## config.mk

```make
export PLATFORM = sky130hd
export DESIGN_NAME = keypad_events
export DESIGN_NICKNAME = d
export VERILOG_FILES = /design/src/rtl/keypad_pkg.sv /design/src/rtl/keypad_events_fifo.sv /design/src/rtl/keypad_events.sv
export SDC_FILE = /design/constraint.sdc
export NUM_CORES = 1
export LEC_CHECK = 0
export CAP_MARGIN = 20
export CELL_PAD_IN_SITES_DETAIL_PLACEMENT = 0
export CELL_PAD_IN_SITES_GLOBAL_PLACEMENT = 1
export CORE_ASPECT_RATIO = 1.25
export CORE_MARGIN = 3
export CORE_UTILIZATION = 44
export CTS_BUF_LIST = sky130_fd_sc_hd__clkbuf_2 sky130_fd_sc_hd__clkbuf_4 sky130_fd_sc_hd__clkbuf_8
export DETAILED_ROUTE_END_ITERATION = 10
export GPL_TIMING_DRIVEN = 1
export HOLD_SLACK_MARGIN = 0.03
export PLACE_DENSITY = 0.81
export SLEW_MARGIN = 5
export SYNTH_ARGS = -nofsm -noshare
export SYNTH_HDL_FRONTEND = slang
export SYNTH_SLANG_ARGS = --single-unit
```

## constraint.sdc

```tcl
create_clock -name clk -period 3.2 [get_ports clk]
set_clock_uncertainty 0.05 [all_clocks]
set_input_delay 0.32 -clock clk [delete_from_list [all_inputs] [get_ports clk]]
set_output_delay 0.32 -clock clk [all_outputs]
set_load 0.1 [all_outputs]
```

## src/rtl/keypad_pkg.sv

```systemverilog
// Shared constants, event type and scan helper for the keypad event front end.
package keypad_pkg;

   localparam int unsigned MAX_KEYS  = 256;
   localparam int unsigned MAX_IDX_W = 8;

   localparam logic EVT_PRESS   = 1'b0;
   localparam logic EVT_RELEASE = 1'b1;

   typedef struct packed {
      logic                 is_release;
      logic [MAX_IDX_W-1:0] index;
   } key_evt_t;

   // Index of the lowest set bit; 0 when the vector is all zero.
   function automatic int unsigned lowest_set(input logic [MAX_KEYS-1:0] v);
      int unsigned idx;
      idx = 0;
      for (int i = MAX_KEYS - 1; i >= 0; i--) begin
         if (v[i]) idx = i;
      end
      return idx;
   endfunction

endpackage

```

## src/rtl/keypad_events_fifo.sv

```systemverilog
// Synchronous show-ahead FIFO for keypad events, with flush taking priority.
module evt_fifo #(
   parameter int unsigned Width = 8,
   parameter int unsigned Depth = 4,
   localparam int unsigned PtrW = (Depth > 1) ? $clog2(Depth) : 1
) (
   input  logic             clk,
   input  logic             reset_n,
   input  logic             push,
   input  logic             pop,
   input  logic             flush,
   input  logic [Width-1:0] wdata,
   output logic [Width-1:0] rdata,
   output logic             full,
   output logic             empty,
   output logic [PtrW:0]    count
);

   logic [Width-1:0] mem_q [Depth];
   logic [PtrW-1:0]  wr_ptr_q, rd_ptr_q;
   logic [PtrW:0]    count_q;
   logic             do_push, do_pop;

   assign empty   = (count_q == '0);
   assign full    = (count_q == (PtrW + 1)'(Depth));
   assign count   = count_q;
   assign rdata   = mem_q[rd_ptr_q];
   assign do_pop  = pop && !empty;
   // A full queue still accepts a write when the head leaves on the same edge.
   assign do_push = push && (!full || do_pop);

   always_ff @(posedge clk or negedge reset_n) begin
      if (!reset_n) begin
         wr_ptr_q <= '0;
         rd_ptr_q <= '0;
         count_q  <= '0;
         for (int i = 0; i < int'(Depth); i++) mem_q[i] <= '0;
      end else if (flush) begin
         wr_ptr_q <= '0;
         rd_ptr_q <= '0;
         count_q  <= '0;
      end else begin
         if (do_push) begin
            mem_q[wr_ptr_q] <= wdata;
            wr_ptr_q        <= wr_ptr_q + 1'b1;
         end
         if (do_pop) rd_ptr_q <= rd_ptr_q + 1'b1;
         count_q <= count_q + (PtrW + 1)'(do_push) - (PtrW + 1)'(do_pop);
      end
   end

endmodule

```

## src/rtl/keypad_events.sv

```systemverilog
// Keypad front end: synchronise, debounce, capture press/release edges and queue
// them as indexed events behind a valid/ready pop port.
module keypad_events
   import keypad_pkg::*;
#(
   parameter int unsigned NUM_KEYS   = 16,
   parameter int unsigned DEBOUNCE   = 2,
   parameter int unsigned FIFO_DEPTH = 4,
   localparam int unsigned IDX_W     = (NUM_KEYS > 1) ? $clog2(NUM_KEYS) : 1
) (
   input  logic                clk,
   input  logic                reset_n,
   input  logic                sample_tick,
   input  logic [NUM_KEYS-1:0] keypad_matrix,
   input  logic                report_press,
   input  logic                report_release,
   input  logic                flush,
   output logic [NUM_KEYS-1:0] key_state,
   output logic                any_down,
   output logic                evt_valid,
   input  logic                evt_ready,
   output logic [IDX_W-1:0]    evt_index,
   output logic                evt_release,
   output logic                overflow
);

   localparam int unsigned      CNT_W    = 4;
   localparam logic [CNT_W-1:0] CNT_LAST = CNT_W'(DEBOUNCE - 1);
   localparam int unsigned      FCNT_W   = $clog2(FIFO_DEPTH) + 1;

   logic [NUM_KEYS-1:0] sync_q, raw_s;
   logic [CNT_W-1:0]    cnt_q [NUM_KEYS];
   logic [NUM_KEYS-1:0] flip, state_d;
   logic [NUM_KEYS-1:0] pend_p_q, pend_r_q, pend_any;
   logic [NUM_KEYS-1:0] set_p, set_r, clr_p, clr_r, merge;
   logic [IDX_W-1:0]    sel_idx;
   logic                sel_rel;
   logic                push, pop;
   logic                fifo_full, fifo_empty;
   logic [FCNT_W-1:0]   fifo_count;
   logic [IDX_W:0]      fifo_rdata;

   always_comb begin
      flip = '0;
      for (int k = 0; k < int'(NUM_KEYS); k++) begin
         flip[k] = sample_tick && (raw_s[k] != key_state[k]) && (cnt_q[k] == CNT_LAST);
      end
   end

   assign state_d  = key_state ^ flip;
   assign set_p    = flip & ~key_state & {NUM_KEYS{report_press}};
   assign set_r    = flip & key_state & {NUM_KEYS{report_release}};
   assign pend_any = pend_p_q | pend_r_q;
   assign sel_idx  = IDX_W'(lowest_set(MAX_KEYS'(pend_any)));

   assign evt_valid = !fifo_empty;
   assign pop       = evt_valid && evt_ready;
   assign push      = (|pend_any) && (!fifo_full || pop);

   // With both edges pending, the current level tells which one happened first.
   always_comb begin
      clr_p = '0;
      clr_r = '0;
      if (pend_p_q[sel_idx] && pend_r_q[sel_idx]) sel_rel = key_state[sel_idx];
      else                                        sel_rel = pend_r_q[sel_idx];
      if (push) begin
         if (sel_rel) clr_r[sel_idx] = 1'b1;
         else         clr_p[sel_idx] = 1'b1;
      end
   end

   assign merge = (set_p & pend_p_q & ~clr_p) | (set_r & pend_r_q & ~clr_r);

   always_ff @(posedge clk or negedge reset_n) begin
      if (!reset_n) begin
         sync_q    <= '0;
         raw_s     <= '0;
         key_state <= '0;
         any_down  <= 1'b0;
         pend_p_q  <= '0;
         pend_r_q  <= '0;
         overflow  <= 1'b0;
         for (int k = 0; k < int'(NUM_KEYS); k++) cnt_q[k] <= '0;
      end else begin
         sync_q    <= keypad_matrix;
         raw_s     <= sync_q;
         key_state <= state_d;
         any_down  <= |state_d;
         if (sample_tick) begin
            for (int k = 0; k < int'(NUM_KEYS); k++) begin
               if (raw_s[k] == key_state[k] || cnt_q[k] == CNT_LAST) cnt_q[k] <= '0;
               else                                                  cnt_q[k] <= cnt_q[k] + 1'b1;
            end
         end
         if (flush) begin
            pend_p_q <= '0;
            pend_r_q <= '0;
            overflow <= 1'b0;
         end else begin
            pend_p_q <= (pend_p_q & ~clr_p) | set_p;
            pend_r_q <= (pend_r_q & ~clr_r) | set_r;
            overflow <= overflow | (|merge);
         end
      end
   end

   evt_fifo #(
      .Width(IDX_W + 1),
      .Depth(FIFO_DEPTH)
   ) u_fifo (
      .clk    (clk),
      .reset_n(reset_n),
      .push   (push),
      .pop    (pop),
      .flush  (flush),
      .wdata  ({sel_rel, sel_idx}),
      .rdata  (fifo_rdata),
      .full   (fifo_full),
      .empty  (fifo_empty),
      .count  (fifo_count)
   );

   assign evt_release = fifo_rdata[IDX_W];
   assign evt_index   = fifo_rdata[IDX_W-1:0];

   count_bound: assert property (@(posedge clk) disable iff (!reset_n)
      (fifo_count <= FCNT_W'(FIFO_DEPTH)) && (fifo_empty == (fifo_count == '0)));

endmodule

```

# Word level (Yosys, flattened, before mapping)
# Cells that the tools add are included.
[op_classes]
n_lt_le_gt_ge = 5
n_eq_ne = 49
mux = 59
n_addsub = 20
reduce_logical = 66
n_bitwise = 22
[op_table]
columns = ["op", "count"]
rows = [
  ["16-bit bitwise AND", 10],
  ["4-bit two-way mux", 32],
  ["16-bit two-way mux", 6],
  ["4-bit by 1-bit adder with 4-bit output (second input constant)", 16],
  ["4-bit by 1-bit equality test with 1-bit output (second input constant)", 16],
  ["16-bit bitwise OR", 4],
  ["16-bit inverter", 3],
  ["16-bit OR reduction", 3],
  ["1-bit logical AND", 39],
  ["20-bit bitwise mux", 1],
  ["1-bit logical OR", 18],
  ["1-bit equality test", 16],
  ["1-bit inequality test", 16],
  ["16-bit XOR", 1],
  ["5-bit two-way mux", 3],
  ["1-bit binary-select mux with 4-bit select", 3],
  ["5-bit binary-select mux with 2-bit select", 1],
  ["5-bit demux with 2-bit select", 1],
  ["2-bit two-way mux", 4],
  ["3-bit greater-or-equal comparator (second input constant)", 2],
  ["1-bit two-way mux", 6],
  ["2-bit inverter with 3-bit output", 2],
  ["4-bit by 5-bit less-than comparator with 1-bit output (second input constant)", 1],
  ["2-bit by 1-bit adder with 2-bit output (second input constant)", 2],
  ["other kinds (13)", 15],
]
[totals]
regBits = 173
wordCells = 251
in_bits = 23
out_inout_bits = 24

# Logic depth before layout (Yosys ltp)
# Gate-level depths: netlist of the first run.
[depth]
word_depth = 29
ltp_mapped = 16
ltp_nobuf = 15

# Hierarchy
# Synthesis of the first run repeated with hierarchy kept, for this count alone.
[unflattened]
hier_cells = 975
hier_area_um2 = 9557.9
[modules_own_cells]
columns = ["mod", "cells_per_inst", "seq_area_each_um2", "n_inst", "area_each_um2"]
rows = [
  ["keypad_events", 879, 3653.5, 1, 8215.4],
  ["evt_fifo", 96, 675.6, 1, 1342.5],
]

# Worst setup path before layout of the first run
# No wires, ideal clock.
[synth_timing]
path_kind = "reg-to-reg"
from = "register pend_p_q[7]"
to = "register overflow"
period_less_slack_ns = 3.463
setup_time_ns = 0.142
n_path_buf = 1
stages_incl_launch_ff = 13
path_slack_ns = -0.263
arrival_time_ns = 3.271
t_required_ns = 3.008
cell_sequence = "dfrtp_1 -> or4_4 -> o21a_1 -> a21oi_2 -> a311oi_1 -> a32oi_1 -> o41ai_1 -> or4_1 -> buf_6 -> nand2_1 -> mux2_2 -> nor4_1 -> a41oi_1"
[synth_via]
elab_chain_cells = 21
elab_cells_between_ends = 37
classes_between = "2 x order compare; 22 x mux; 8 x bitwise; 5 x reduce/logical"
[synth_lines]
columns = ["item", "line_no", "text"]
rows = [
  ["start: declaration", "keypad_events.sv:34", "logic [NUM_KEYS-1:0] pend_p_q, pend_r_q, pend_any;"],
  ["start signal: assignment", "keypad_events.sv:100", "pend_p_q <= (pend_p_q & ~clr_p) | set_p;"],
  ["16-bit bitwise OR", "keypad_events.sv:53", "assign pend_any = pend_p_q | pend_r_q;"],
  ["4-bit two-way mux (8 in series)", "keypad_pkg.sv:20", "if (v[i]) idx = i;"],
  ["4-bit by 5-bit less-than comparator with 1-bit output (implied by the code) (tied with other cells)", "keypad_events.sv:67, keypad_events.sv:68", ""],
  ["1-bit logical AND (implied by the code) (tied with other cells)", "keypad_events.sv:67, keypad_events.sv:68", ""],
  ["1-bit two-way mux (implied by the code) / 1-bit logical AND (equally long branches)", "keypad_events.sv:67, keypad_events.sv:68, keypad_events.sv:64", ""],
  ["1-bit demux with 4-bit select / 1-bit two-way mux (equally long branches)", "keypad_events.sv:67, keypad_events.sv:68, keypad_events.sv:64", ""],
  ["16-bit two-way mux", "keypad_events.sv:67", "if (sel_rel) clr_r[sel_idx] = 1'b1;"],
  ["16-bit two-way mux", "keypad_events.sv:66", "if (push) begin"],
  ["16-bit inverter", "keypad_events.sv:72", "assign merge = (set_p & pend_p_q & ~clr_p) | (set_r & pend_r_q & ~clr_r);"],
  ["16-bit bitwise AND", "keypad_events.sv:72", ""],
  ["16-bit bitwise OR (*)", "keypad_events.sv:72", ""],
  ["16-bit OR reduction (*)", "keypad_events.sv:102", "overflow <= overflow | (|merge);"],
  ["1-bit bitwise OR (*)", "keypad_events.sv:102", ""],
  ["1-bit two-way mux (*)", "keypad_events.sv:95", "if (flush) begin"],
  ["end signal: assignment", "keypad_events.sv:102", ""],
  ["end: declaration", "keypad_events.sv:24", "output logic overflow"],
]
# Mark *: on every way between the ends. The rest lies on a longest branch, timed or not. The select of a mux whose other input is x is not followed.
# A chain may end at the register's enable or synchronous reset.

# Final worst setup path of the first run
[layout_timing]
from = "register pend_r_q[6]"
to = "register overflow"
[layout_via]
elab_chain_cells = 20
elab_cells_between_ends = 36
classes_between = "2 x order compare; 21 x mux; 8 x bitwise; 5 x reduce/logical"
[layout_lines]
columns = ["item", "line_no", "text"]
rows = [
  ["start: declaration", "keypad_events.sv:34", ""],
  ["start signal: assignment", "keypad_events.sv:101", "pend_r_q <= (pend_r_q & ~clr_r) | set_r;"],
  ["16-bit bitwise OR", "keypad_events.sv:53", ""],
  ["4-bit two-way mux (7 in series)", "keypad_pkg.sv:20", ""],
  ["4-bit by 5-bit less-than comparator with 1-bit output (implied by the code) (tied with other cells)", "keypad_events.sv:67, keypad_events.sv:68", ""],
  ["1-bit logical AND (implied by the code) (tied with other cells)", "keypad_events.sv:67, keypad_events.sv:68", ""],
  ["1-bit two-way mux (implied by the code) / 1-bit logical AND (equally long branches)", "keypad_events.sv:67, keypad_events.sv:68, keypad_events.sv:64", ""],
  ["1-bit demux with 4-bit select / 1-bit two-way mux (equally long branches)", "keypad_events.sv:67, keypad_events.sv:68, keypad_events.sv:64", ""],
  ["16-bit two-way mux", "keypad_events.sv:67", ""],
  ["16-bit two-way mux", "keypad_events.sv:66", ""],
  ["16-bit inverter", "keypad_events.sv:72", ""],
  ["16-bit bitwise AND", "keypad_events.sv:72", ""],
  ["16-bit bitwise OR (*)", "keypad_events.sv:72", ""],
  ["16-bit OR reduction (*)", "keypad_events.sv:102", ""],
  ["1-bit bitwise OR (*)", "keypad_events.sv:102", ""],
  ["1-bit two-way mux (*)", "keypad_events.sv:95", ""],
]
# Marks and branches as above.

==> results of run 1 <==
==> registers in the layout (all words and copies together), names as in the netlist <==
name,count
pend_r_q,16
raw_s,16
u_fifo.count,3
u_fifo.mem_q,20
any_down,1
cnt_q,64
pend_p_q,16
key_state,16
u_fifo.rd_ptr_q,2
sync_q,16
overflow,1
u_fifo.wr_ptr_q,2
==> synth_stat cells (all sizes together) (11+ instances only) <==
master and number:
ha 70, mux2 12, and3 20, xor2 25, dfrtp 173, nand2 136, nand3 26, inv 62
o21ai 60, o22ai 12, nor4 11, and2 11, nand2b 33, mux2i 12, nand4 18, xnor2 14
o31ai 15, a21oi 48, clkbuf 22, nor2 83
==> path summary, 6_finish.rpt <==
path                             startpoint           end  slack, ns  cells past startpoint
min in group asynchronous           reset_n  pend_r_q[14]       0.34                      2
max in group asynchronous           reset_n     cnt_q[38]       2.06                      3
hold / removal             keypad_matrix[0]     sync_q[0]       0.21                      1
setup / recovery                pend_r_q[6]      overflow      -0.33                     14
hold reg to reg                  sync_q[14]     raw_s[14]       0.31                      0
setup reg to reg                pend_r_q[6]      overflow      -0.33                     14
==> power breakdown <==
group	internal, mW	switching, mW	total [mW]	leakage (nW)
sequential	2.69	0.524	3.22	2.24
combinational	2.82	4.20	7.02	3.27
clock	0.656	0.936	1.59	0.200
total	6.17	5.66	11.8	5.71
==> layout make-up <==
type / count / area (µm²)
clock buffers: 17 / 234
clock inverters: 15 / 171
fillers: 1868 / 8750
inverters: 62 / 233
multi-input cells: 707 / 5070
flip-flops and latches: 173 / 4330
well taps: 274 / 343
repair buffers: 209 / 1760
==> through the flow <==
step	TNS (ns)	instances	hold slack, ns	area [µm²]
2_1_floorplan	-0.0951	974	-0.0256	9410
6_report	-3.52	1457	0.213	12100
3_5_place_dp	-9.80	1407	0.283	11200
3_3_place_gp	-7.76	1407	0.274	11200
5_1_grt	-6.60	1457	0.183	12100
4_1_cts	-1.09	1451	0.189	11900
==> cell families after synthesis <==
group	after synthesis	synth area share, %
flops	173	46.1
buf+inv	94	3.95
simple gates	361	18.3
xor+xnor	39	3.64
compound gates	207	14.5
mux	29	3.91
fa+ha+maj	71	9.53
==> timing repair <==
| item | CTS | global route |
|---|---|---|
| pin swaps | 26 | 27 |
| setup endpoints to repair | 37 | 37 |
| hold buffers | 1 | 0 |
| endpoints found under the hold margin | 53 | 0 |
| buffers inserted | 11 | 7 |
| gates resized for setup | 69 | 47 |
==> per-layer routing <==
metal,GRT usage [%],vias to the layer above,part of all wire [%]
li1,-,3802,-
met1,29.9,3859,42
met2,38.8,203,49
met3,4.15,67,4.6
met4,11.4,0,4.5
met5,0,-,0
==> Implementation_results.wiki, run 1 <==
{| class="wikitable"
! Metric !! Value
|-
| Post-Place Worst Slack || -0.552 ns
|-
| Overall overflow remaining after global route || 0
|-
| Pwr Total || 11.8 mW
|-
| TritonRoute pass-1 iters || 6
|-
| Post-route DRC || 0
|-
| Leading area contributor after synthesis || dfrtp_1
|-
| Longest Clk Path Bufs || 2
|-
| Post-Syn Nets || 1068
|-
| Netlist Area Pre-Place || 9400 µm²
|-
| Worst-path cell chain || buf_6, or4_4, o211ai_1, buf_4, buf_6, a311oi_4, a32oi_1, o41ai_1, or4_4, buf_8, nand2_4, mux2_4, nor4_1, a41oi_1
|-
| Max-cap check violation count || 0
|-
| Worst endpoint data arrival time || 3.82 ns
|-
| CTS tree || built
|-
| Clock latency reported for the late side of the worst-skew pair || 0.48 ns
|-
| TritonCTS buffer count || 17
|-
| Initial cell density of the core || 45.0%
|-
| Worst slew margin relative to its limit || 35.0%
|-
| Ant. Diodes || 0
|-
| Clock transition time at the flip-flop clock pins of the worst setup and hold paths || 0.11 ns
|-
| Leading cell types in the layout, fill and taps excluded || dfrtp_1, buf_4, nand2_1
|-
| CP startpoint kind || flop
|-
| Number of synthesized flops with an enable pin || 0
|-
| Remaining antenna violation count || 0
|-
| Number of H-tree levels || 4
|-
| Most common cell after layout, fill and taps aside || dfrtp_1
|-
| Total routed wirelength || 26.3 mm
|-
| Largest voltage drop on the vdd net || 0.000749 V
|-
| Largest net degree at the start of global routing || 63
|-
| Total via count in the routed design || 7931
|-
| Max incr delay on CP || 0.51 ns
|-
| Final weighted congestion of routability-driven global placement || 0.970
|-
| YS warnings || 0
|-
| Data required time at the worst endpoint || 3.49 ns
|-
| Portion of synthesized cell area occupied by the leading cell type || 46.1%
|-
| Via count of the first global-routing pass || 7969
|-
| Critical Path Slowest Stage Cell || or4_4
|-
| Top flip-flop cell by instance count after synthesis || dfrtp_1
|-
| Routed wire length per instance || 18.0 µm
|-
| Share of the yosys chip area belonging to registers || 46.1%
|-
| Share of layout cells above drive strength 1 || 26.5%
|-
| Setup crit end kind || flop
|-
| Failing checks || negative setup slack
|-
| Net count of the finished layout || 1264
|-
| Synthesized instance count || 974
|-
| Worst setup slack after layout || -0.325 ns
|-
| Final core occ || 58.1%
|-
| Core area || 20900 µm²
|-
| Crit-path leading delay family || simple AND/OR/NAND/NOR gates
|-
| Count of distinct cell types in the synthesized netlist || 63
|-
| Number of vias per cell after detailed routing || 5.44
|-
| Signed area change from the synthesized netlist to the final layout || 29.2%
|-
| Antenna violations before repair || 0
|-
| Total half-perimeter wirelength after legalization and detailed placement || 19.9 mm
|-
| Clock Sink Count || 173
|-
| Initial DRC count || 507
|-
| Class of the most critical hold timing path || primary input to flop
|-
| Final Hold Viols || 0
|-
| Slew of the pin with the lowest slew margin || 0.971 ns
|-
| Largest fanout on the critical path || 7
|-
| Fmax achieved || 284 MHz
|-
| Overall global routing resource usage || 23.5%
|-
| Number of register bits inferred by synthesis || 173
|-
| Leak Pwr || 5.71 nW
|-
| # IOs || 47
|-
| Outcome || complete, but fails checks
|-
| Type of the worst setup path || flop to flop
|-
| Setup repair after global routing missed its margin || true
|-
| Wire length of the first global-routing pass || 42.2 mm
|-
| Minimum period implied by the final worst setup slack || 3.53 ns
|-
| Root Buffer Master || clkbuf_8
|-
| Power per unit of standard cell area || 974 nW/µm²
|-
| Die area || 23200 µm²
|-
| Area contributors post-synth || dfrtp_1, ha_1, nand2_1
|-
| Die Y-Extent || 169 µm
|-
| Async set or reset register ratio after synthesis || 100%
|-
| Number of cell rows || 59
|-
| Buffers and inverters on the worst path || 4
|-
| Final cycle utilization of the critical path || 110%
|-
| Width of the die || 137 µm
|-
| Mean cell area of the mapped netlist || 9.65 µm²
|-
| Setup violations, final || 27
|-
| Final Slew Violations || 0
|-
| Port Buf Inserts || 46
|}
No activity file was read; power rests on OpenSTA's default activity.
==> run 2, diff against run 1 <==
--- a/config.mk
+++ b/config.mk
@@ -10,12 +10,13 @@
 export CELL_PAD_IN_SITES_GLOBAL_PLACEMENT = 1
 export CORE_ASPECT_RATIO = 1.25
 export CORE_MARGIN = 3
-export CORE_UTILIZATION = 44
+export CORE_UTILIZATION = 35
 export CTS_BUF_LIST = sky130_fd_sc_hd__clkbuf_2 sky130_fd_sc_hd__clkbuf_4 sky130_fd_sc_hd__clkbuf_8
 export DETAILED_ROUTE_END_ITERATION = 10
+export DONT_BUFFER_PORTS = 1
 export GPL_TIMING_DRIVEN = 1
 export HOLD_SLACK_MARGIN = 0.03
-export PLACE_DENSITY = 0.81
+export PLACE_DENSITY = 0.64
 export SLEW_MARGIN = 5
 export SYNTH_ARGS = -nofsm -noshare
 export SYNTH_HDL_FRONTEND = slang
==> run 2 against run 1 <==
  * The run ends with negative hold slack, negative setup slack left
  * Register-to-register slack barely moved
  * Clock-buffer cell count increased by 1
  * Via count shrank 2.1%
  * Power decreased by 1.5%
  * Critical endpoint unchanged
==> Implementation_results.wiki, run 2 (same netlist as run 1, synthesis figures left out) <==
{| class="wikitable"
! Metric !! Value
|-
| Max-cap check violation count || 0
|-
| Share of layout cells above drive strength 1 || 24.2%
|-
| Clock transition time at the flip-flop clock pins of the worst setup and hold paths || 0.10 ns
|-
| Fillers || 2577
|-
| Setup crit end kind || flop
|-
| # IOs || 47
|-
| Largest voltage drop on the vdd net || 0.000559 V
|-
| Antenna violations before repair || 0
|-
| Routed wire length per instance || 18.5 µm
|-
| Total via count in the routed design || 7764
|-
| Overall overflow remaining after global route || 0
|-
| Number of H-tree levels || 4
|-
| TritonCTS buffer count || 17
|-
| Final Hold Viols || 173
|-
| Root Buffer Master || clkbuf_8
|-
| Critical Path Start || pend_p_q[6]
|-
| Final Slew Violations || 0
|-
| Post-Place Worst Slack || -0.522 ns
|-
| Flip-flop and latch area || 4330 µm²
|-
| Core area || 26300 µm²
|-
| Die area || 28900 µm²
|-
| Failing checks || negative hold slack, negative setup slack
|-
| CP startpoint kind || flop
|-
| Worst setup slack after layout || -0.313 ns
|-
| TritonRoute pass-1 iters || 5
|-
| CTS tree || built
|-
| Final Instance Count excl. Fillers || 1492
|-
| Slew of the pin with the lowest slew margin || 0.901 ns
|-
| Net count of the finished layout || 1233
|-
| Hold buffer count at cts || 22
|-
| Flip-flop count of the largest register after layout || 64
|-
| Setup tns final || -1.62 ns
|-
| Total half-perimeter wirelength after legalization and detailed placement || 19.4 mm
|-
| Pwr Total || 11.7 mW
|-
| Clock Sink Count || 173
|-
| Port Buf Inserts || 0
|-
| Leak Pwr || 5.55 nW
|-
| Post-route DRC || 0
|-
| Type of the worst setup path || flop to flop
|-
| Ant. Diodes || 0
|-
| Number of vias per cell after detailed routing || 5.20
|-
| Area of the multi-input gates || 5090 µm²
|-
| Overall global routing resource usage || 19.5%
|-
| Largest net degree at the start of global routing || 174
|-
| Width of the die || 153 µm
|-
| Worst endpoint data arrival time || 3.83 ns
|-
| Class of the most critical hold timing path || primary input to asynchronous set/reset pin
|-
| Initial DRC count || 413
|-
| Minimum period implied by the final worst setup slack || 3.51 ns
|-
| Most common cell after layout, fill and taps aside || dfrtp_1
|-
| Setup repair after global routing missed its margin || true
|-
| Final weighted congestion of routability-driven global placement || 0.954
|-
| Outcome || complete, but fails checks
|-
| Total routed wirelength || 27.6 mm
|-
| Registers with the highest flip-flop counts || cnt_q: 64 flops, u_fifo.mem_q: 20 flops
|-
| Signed area change from the synthesized netlist to the final layout || 27.3%
|-
| Number of cell rows || 66
|-
| Worst hold-check slack || -0.532 ns
|-
| Largest fanout on the critical path || 7
|-
| Setup violations, final || 19
|-
| Clock latency reported for the late side of the worst-skew pair || 0.49 ns
|-
| Data required time at the worst endpoint || 3.51 ns
|-
| Fmax achieved || 285 MHz
|-
| Wire length of the first global-routing pass || 44.2 mm
|-
| Power per unit of standard cell area || 975 nW/µm²
|-
| Longest Clk Path Bufs || 2
|-
| Initial cell density of the core || 35.8%
|-
| Final cycle utilization of the critical path || 110%
|-
| Via count of the first global-routing pass || 7970
|-
| Die Y-Extent || 189 µm
|-
| Worst R2R Start || pend_p_q[6]
|-
| Total instance count after detailed placement || 1422
|-
| Register containing the most flip-flops in the final layout || cnt_q
|-
| Worst slew margin relative to its limit || 39.7%
|-
| Leading cell types in the layout, fill and taps excluded || dfrtp_1, buf_4, nand2_1
|-
| Remaining antenna violation count || 0
|}
-- run 2: cell count changes in the layout (fill, tap and decap cells not counted), moves of 3 or more --
| cell | before | now |
|---|---|---|
| and3_1 | 20 | 17 |
| and3_4 | 0 | 3 |
| buf_4 | 163 | 148 |
| buf_6 | 15 | 4 |
| clkdlybuf4s50_1 | 22 | 0 |
| dlygate4sd3_1 | 1 | 20 |
| inv_8 | 4 | 0 |
| nand2_4 | 6 | 3 |
| nand2_8 | 0 | 3 |
| o21ai_0 | 38 | 47 |
| o21ai_1 | 2 | 8 |
| o21ai_2 | 19 | 4 |
-- run 2: final timing paths --
check	to	slack, ns	cells after the start
setup / recovery	overflow	-0.31	11
hold / removal	u_fifo.mem_q[1]	-0.53	0
setup reg to reg	overflow	-0.31	11
hold reg to reg	raw_s[9]	0.30	0
max in group asynchronous	cnt_q[41]	3.34	0
min in group clk	cnt_q[40]	0.07	2
-- run 2: routing by layer --
metal | up-vias | wire [µm] | global-route usage [%]
met5 | - | 0 | 0
met4 | 0 | 896 | 7.30
met3 | 45 | 1170 | 3.84
met2 | 188 | 13500 | 32.8
met1 | 3796 | 12000 | 25.0
li1 | 3735 | - | -
-- run 2: area by class of cell --
cell class,instances,area share [%]
Sequential cell,173,36.2
Clock buffer,18,2.02
Timing Repair Buffer,178,12.4
Tap cell,340,3.56
Multi-Input combinational cell,707,42.6
Inverter,62,1.95
Clock inverter,14,1.33
-- run 2: through the flow --
stage / area [µm²] / utilization [%]
2_1_floorplan: 9410 / -
3_5_place_dp: 10800 / 41.0
3_3_place_gp: 10800 / 41.0
6_report: 12000 / 45.6
5_1_grt: 12000 / 45.6
4_1_cts: 11600 / 44.2
-- run 2: worst max-delay path: stages, from the launching register on --
cell and delay, ns:
dfrtp_2 0.46, or4_4 0.59, o21a_4 0.23, a21oi_4 0.21
a311oi_2 0.08, a32oi_1 0.21, o41ai_2 0.11, or4_4 0.52
a2111oi_4 0.38, o22ai_1 0.12, nor4_1 0.27, a41oi_1 0.15
-- run 2: where the power goes --
part / leakage, nW / total (mW) / switching, mW / internal, mW
Clock: 0.198 / 1.60 / 0.881 / 0.717
Sequential: 2.24 / 3.19 / 0.494 / 2.69
Combinational: 3.11 / 6.87 / 4.18 / 2.69
Total: 5.55 / 11.7 / 5.55 / 6.10
-- run 2: what timing repair did --
item                       in CTS  in global routing
setup endpoints to repair      33                 33
pin swaps                       7                 24
gates resized for setup        43                 56
buffers inserted                8                  9
hold endpoints to repair      286                173
